`config.mk`:
```
export PLATFORM = sky130hd
export DESIGN_NAME = mem_arbiter_flat
export DESIGN_NICKNAME = d
export VERILOG_FILES = /design/src/rtl/mem_arbiter_pkg.sv /design/src/rtl/mem_arbiter_if.sv /design/src/rtl/mem_arbiter.sv /design/src/flat_wrapper.sv
export SDC_FILE = /design/constraint.sdc
export NUM_CORES = 1
export LEC_CHECK = 0
export CAP_MARGIN = 10
export CORE_AREA = 2 2 103 105
export DETAILED_ROUTE_END_ITERATION = 7
export DIE_AREA = 0 0 105 107
export GPL_TIMING_DRIVEN = 0
export HOLD_SLACK_MARGIN = 0.15
export PLACE_DENSITY = 0.62
export RECOVER_POWER = 100
export SLEW_MARGIN = 20
export SYNTH_ARGS = -nofsm -noshare
export SYNTH_HDL_FRONTEND = slang
export SYNTH_SLANG_ARGS = --single-unit
```
`constraint.sdc`:
```
create_clock -name CLK -period 4.7 [get_ports CLK]
set_input_delay 0.94 -clock CLK [delete_from_list [all_inputs] [get_ports CLK]]
set_output_delay 0.94 -clock CLK [all_outputs]
set_load 0.05 [all_outputs]
```
`src/rtl/mem_arbiter_pkg.sv`:
```
// Shared types for the cache-to-memory arbiter: RAM handshake state, word type,
// arbiter FSM states and the grant-owner tag used for round-robin fairness.
package mem_arbiter_pkg;

  typedef logic [31:0] word_t;

  typedef enum logic [1:0] {
    FREE   = 2'd0,
    BUSY   = 2'd1,
    ACCESS = 2'd2,
    ERROR  = 2'd3
  } ramstate_t;

  typedef enum logic [1:0] {
    MA_IDLE   = 2'd0,
    MA_IFETCH = 2'd1,
    MA_DREAD  = 2'd2,
    MA_DWRITE = 2'd3
  } mem_arb_state_t;

  typedef enum logic {
    ICACHE = 1'b0,
    DCACHE = 1'b1
  } arb_owner_t;

endpackage

```
`src/rtl/mem_arbiter_if.sv`:
```
// Bundle of the icache, dcache and RAM-side signals seen by the arbiter.
// slave is the arbiter's view; master is the caches-plus-RAM environment.
interface mem_arbiter_if;
  import mem_arbiter_pkg::*;

  logic      iREN;
  word_t     iaddr;
  logic      iwait;
  word_t     iload;

  logic      dREN;
  logic      dWEN;
  word_t     daddr;
  word_t     dstore;
  logic      dwait;
  word_t     dload;

  logic      ramREN;
  logic      ramWEN;
  word_t     ramaddr;
  word_t     ramstore;
  word_t     ramload;
  ramstate_t ramstate;

  modport slave (
    input  iREN, iaddr, dREN, dWEN, daddr, dstore, ramload, ramstate,
    output iwait, iload, dwait, dload, ramREN, ramWEN, ramaddr, ramstore
  );

  modport master (
    output iREN, iaddr, dREN, dWEN, daddr, dstore, ramload, ramstate,
    input  iwait, iload, dwait, dload, ramREN, ramWEN, ramaddr, ramstore
  );

endinterface

```
`src/rtl/mem_arbiter.sv`:
```
// Arbitrates icache fetches and dcache reads/writes onto a single-ported RAM.
// One grant at a time; every transaction passes through MA_IDLE for arbitration.
module mem_arbiter
  import mem_arbiter_pkg::*;
#(
  parameter logic RR_EN = 1'b1
) (
  input  logic          CLK,
  input  logic          nRST,
  mem_arbiter_if.slave  bus
);

  mem_arb_state_t state_q, state_d;
  arb_owner_t     last_grant_q, last_grant_d;
  mem_arb_state_t arb_next;
  logic           data_req;
  mem_arb_state_t data_state;

  always_ff @(posedge CLK or negedge nRST) begin
    if (!nRST) begin
      state_q      <= MA_IDLE;
      last_grant_q <= ICACHE;
    end else begin
      state_q      <= state_d;
      last_grant_q <= last_grant_d;
    end
  end

  // Writes beat reads on the data side; round-robin only matters when both caches ask.
  always_comb begin
    data_req   = bus.dWEN | bus.dREN;
    data_state = bus.dWEN ? MA_DWRITE : MA_DREAD;
    arb_next   = MA_IDLE;
    if (data_req && bus.iREN) begin
      if (RR_EN && (last_grant_q == DCACHE)) arb_next = MA_IFETCH;
      else                                   arb_next = data_state;
    end else if (data_req) begin
      arb_next = data_state;
    end else if (bus.iREN) begin
      arb_next = MA_IFETCH;
    end
  end

  always_comb begin
    state_d      = state_q;
    last_grant_d = last_grant_q;
    bus.iwait    = 1'b1;
    bus.dwait    = 1'b1;
    bus.iload    = '0;
    bus.dload    = '0;
    bus.ramREN   = 1'b0;
    bus.ramWEN   = 1'b0;
    bus.ramaddr  = '0;
    bus.ramstore = '0;

    case (state_q)
      MA_IDLE: state_d = arb_next;

      MA_IFETCH: begin
        bus.ramREN  = 1'b1;
        bus.ramaddr = bus.iaddr;
        // A withdrawn request abandons the access without a wait pulse, even on ACCESS.
        if (!bus.iREN) begin
          state_d = MA_IDLE;
        end else if (bus.ramstate == ACCESS) begin
          bus.iwait    = 1'b0;
          bus.iload    = bus.ramload;
          state_d      = MA_IDLE;
          last_grant_d = ICACHE;
        end
      end

      MA_DREAD: begin
        bus.ramREN  = 1'b1;
        bus.ramaddr = bus.daddr;
        if (!bus.dREN) begin
          state_d = MA_IDLE;
        end else if (bus.ramstate == ACCESS) begin
          bus.dwait    = 1'b0;
          bus.dload    = bus.ramload;
          state_d      = MA_IDLE;
          last_grant_d = DCACHE;
        end
      end

      MA_DWRITE: begin
        bus.ramWEN   = 1'b1;
        bus.ramaddr  = bus.daddr;
        bus.ramstore = bus.dstore;
        if (!bus.dWEN) begin
          state_d = MA_IDLE;
        end else if (bus.ramstate == ACCESS) begin
          bus.dwait    = 1'b0;
          state_d      = MA_IDLE;
          last_grant_d = DCACHE;
        end
      end

      default: state_d = MA_IDLE;
    endcase
  end

endmodule

```
`src/flat_wrapper.sv`:
```
// flat-port wrapper written by rule: the top's interface ports become plain ports
module mem_arbiter_flat import mem_arbiter_pkg::*;
#(
  parameter logic RR_EN = 1'b1
)
  (CLK, nRST, bus_iREN, bus_iaddr, bus_dREN, bus_dWEN, bus_daddr, bus_dstore, bus_ramload, bus_ramstate, bus_iwait, bus_iload, bus_dwait, bus_dload, bus_ramREN, bus_ramWEN, bus_ramaddr, bus_ramstore);
  mem_arbiter_if bus_i ();
  input  logic CLK;
  input  logic nRST;
  input wire logic [$bits(bus_i.iREN)-1:0] bus_iREN;
  input wire logic [$bits(bus_i.iaddr)-1:0] bus_iaddr;
  input wire logic [$bits(bus_i.dREN)-1:0] bus_dREN;
  input wire logic [$bits(bus_i.dWEN)-1:0] bus_dWEN;
  input wire logic [$bits(bus_i.daddr)-1:0] bus_daddr;
  input wire logic [$bits(bus_i.dstore)-1:0] bus_dstore;
  input wire logic [$bits(bus_i.ramload)-1:0] bus_ramload;
  input wire logic [$bits(bus_i.ramstate)-1:0] bus_ramstate;
  output wire logic [$bits(bus_i.iwait)-1:0] bus_iwait;
  output wire logic [$bits(bus_i.iload)-1:0] bus_iload;
  output wire logic [$bits(bus_i.dwait)-1:0] bus_dwait;
  output wire logic [$bits(bus_i.dload)-1:0] bus_dload;
  output wire logic [$bits(bus_i.ramREN)-1:0] bus_ramREN;
  output wire logic [$bits(bus_i.ramWEN)-1:0] bus_ramWEN;
  output wire logic [$bits(bus_i.ramaddr)-1:0] bus_ramaddr;
  output wire logic [$bits(bus_i.ramstore)-1:0] bus_ramstore;
  assign bus_i.iREN = bus_iREN;
  assign bus_i.iaddr = bus_iaddr;
  assign bus_i.dREN = bus_dREN;
  assign bus_i.dWEN = bus_dWEN;
  assign bus_i.daddr = bus_daddr;
  assign bus_i.dstore = bus_dstore;
  assign bus_i.ramload = bus_ramload;
  assign bus_i.ramstate = bus_ramstate;
  assign bus_iwait = bus_i.iwait;
  assign bus_iload = bus_i.iload;
  assign bus_dwait = bus_i.dwait;
  assign bus_dload = bus_i.dload;
  assign bus_ramREN = bus_i.ramREN;
  assign bus_ramWEN = bus_i.ramWEN;
  assign bus_ramaddr = bus_i.ramaddr;
  assign bus_ramstore = bus_i.ramstore;
  mem_arbiter #(.RR_EN(RR_EN)) u_core (.CLK(CLK), .nRST(nRST), .bus(bus_i));
endmodule
```
==> run metrics <==
outcome complete, no violations; H-tree depth 1; IO Port Bufs 266; # diodes 0; Yosys reg bits 3; syn_nets 322; cells along the critical path dlygate4sd3_1 -> nand2_1 -> nor2_2 -> clkbuf_2 -> and2_1 -> dlygate4sd3_1; most common cell in the netlist and2_1; Sequential Power Share 3.0%; Final Hold Viols 0; Leak Pwr 2.012 nW; Pins Over Slew Limit 0; clock share of power 4.7%; Hold Path Sink u_core.last_grant_q; min-delay src u_core.last_grant_q; clk_lat worst skew 0.21 ns; CP max FO 10; Hold Slack 0.5542 ns; worst setup path category in -> out; Die ar. 0.01124 mm^2; FFs w/ async S/R, synth 100.0%; Yosys warning count 0; antenna violations before repair 0; Post-CTS Setup Bufs 0; register area share after synthesis 6.024%; Combinational Power Share 92.3%; hold path cells 2; synth-to-layout area growth 230.7%; r2r endpoint u_core.last_grant_q; Reg2Reg Depth 5; Avg Cell Area, Syn 6.810 um^2; Post-Syn Instances 183; Via Count 2361; Post-Syn Area 0.001246 mm^2; Post-synth EDFFs 0; clock slew at reported path FFs 0.03 ns; total track usage 14.86%; TritonCTS clock tree yes; root buf cell clkbuf_8; WL final 8826 um; CP endpoint kind output pin; Pint 586.7 uW; Critical Path RT 3.76 ns; top cell type's share of synthesized area 47.19%; top post-synthesis cells by area and2_1 47%, a22o_1 22%, dfrtp_1 6.0%; max-cap viol count 0; Startpoint Class input port; switch share 63.02%; RSZ-0062 raised after global routing false; layout cells sized above 1 3.753%; most instantiated cells after synthesis 94 x and2_1, 32 x a22o_1, 7 x nand2_1; most frequent CP cell dlygate4sd3_1; core box area 0.01009 mm^2; routability cong. 0.7861; Slew @ Worst Pin 0.5693 ns; Initial DRC Count 116; area leader, netlist and2_1; number of global-route vias before repair 2471; Die Y 107 um; Initial Utilization 12.35%; Remaining DRCs 0; hold buffers post-CTS 0; Post-DP HPWL 7793 um; Ports 267; Clock Skew 0.001688 ns; R2R Setup Slk 3.17 ns; total gr overflow 0; R2R Path Start u_core.state_q[0]; worst vdd ir 202.1 uV; Synth cell types 22; P per Cell Area 384.9 mW/mm^2; TNS Setup 0 ns; PostCTS Resize Cnt 0; Slew HR 61.92%; Die Wd 105 um; final setup violation count 0; total CTS buffers 3; antenna-violating nets left 0; sw power 999.7 uW; largest net degree at the start of global routing 11; slowest CP cell dlygate4sd3_1; Final Cycle Share 90.58%; top_reg_cell synth dfrtp_1; first-pass GRT wire length 13370 um; first-pass detailed-route iteration total 4; clock tree buffer depth 2; max incr delay on CP 0.88 ns; Routed wire per std cell 14.98 um; worst min path class reg -> reg; Via density 4.008; minimum clock period 4.257 ns; maximum clock rate 234.9 MHz; Critical Path AT 3.32 ns; clk sinks 3; # rows 37; Final nets 593
## routing by layer
metal / vias to the layer above / global-route usage [%] / wire [um]
li1: 1155 / - / -
met1: 1046 / 16.24 / 3222
met2: 158 / 28.53 / 4610
met3: 2 / 4.559 / 953
met4: 0 / 2.286 / 40
met5: - / 0 / 0
## cell families after synthesis
| family | share of synthesized area (%) |
|---|---|
| AO/OA/AOI/OAI | 28.41 |
| AND/OR/NAND/NOR | 53.01 |
| adder cells (fa/ha/maj) | 4.016 |
| flip-flops | 6.024 |
| buffers and inverters | 8.534 |
## sequential cells by signal, indices dropped and copies added, names as in the netlist
name                 count
u_core.state_q           2
u_core.last_grant_q      1
## per-stage QoR
step / cells / utilization, % / worst slack, ns / instance area [um^2] / power, mW
4_1_cts: 589 / 40.86 / 0.5656 / 4124 / 1.682
5_1_grt: 589 / 40.84 / 0.2810 / 4121 / 1.667
6_report: 589 / 40.84 / 0.4429 / 4121 / 1.586
3_5_place_dp: 585 / 40.42 / 0.5833 / 4079 / 1.594
2_1_floorplan: 183 / - / 1.625 / 1246 / 1.024
3_3_place_gp: 585 / 40.42 / 0.6022 / 4079 / 1.591
## power groups by stage
stage / registers [mW] / logic (mW) / clock network, mW
floorplan: 0.0445 / 0.979 / 0
global placement: 0.0460 / 1.54 / 0
detailed placement: 0.0475 / 1.55 / 0
CTS: 0.0474 / 1.56 / 0.0780
global route: 0.0487 / 1.54 / 0.0807
finish: 0.0473 / 1.46 / 0.0746
## cell type report
class	instances	area, um^2
buffer	16	83.83
multi-input combinational	158	1062
fill	1046	5971
tap	136	170.2
sequential	3	75.07
inverter	6	22.52
clock buffer	4	45.04
timing repair buffer	266	2663
## critical path, delay by kind of cell
family | cells | cell delay, ns
buffers and inverters | 3 | 1.78
and+or+nand+nor | 3 | 0.59
## placed cells by master (no fill, tap or decap), types with 4 or more instances in the layout
cell type / n
a22o_1: 32
inv_1: 6
and2_1: 94
clkbuf_2: 6
clkbuf_1: 4
nor2_1: 5
dlygate4sd3_1: 134
o21ai_0: 4
buf_2: 4
clkdlybuf4s50_1: 132
ha_1: 4
nand2_1: 7
## how the worst max path moves through the flow
stage | from | endpoint | slack (ns) | depth (start not counted)
6_report | bus_iREN | bus_iload[8] | 0.44 | 6
5_1_grt | bus_iREN | bus_iload[8] | 0.28 | 6
4_1_cts | bus_iREN | bus_iload[8] | 0.57 | 6
3_5_place_dp | bus_iREN | bus_iload[8] | 0.58 | 6
3_3_place_gp | bus_iREN | bus_iload[8] | 0.60 | 6
2_1_floorplan | u_core.state_q[0] | bus_dwait | 1.63 | 3
(Power assumes the default switching activity.)
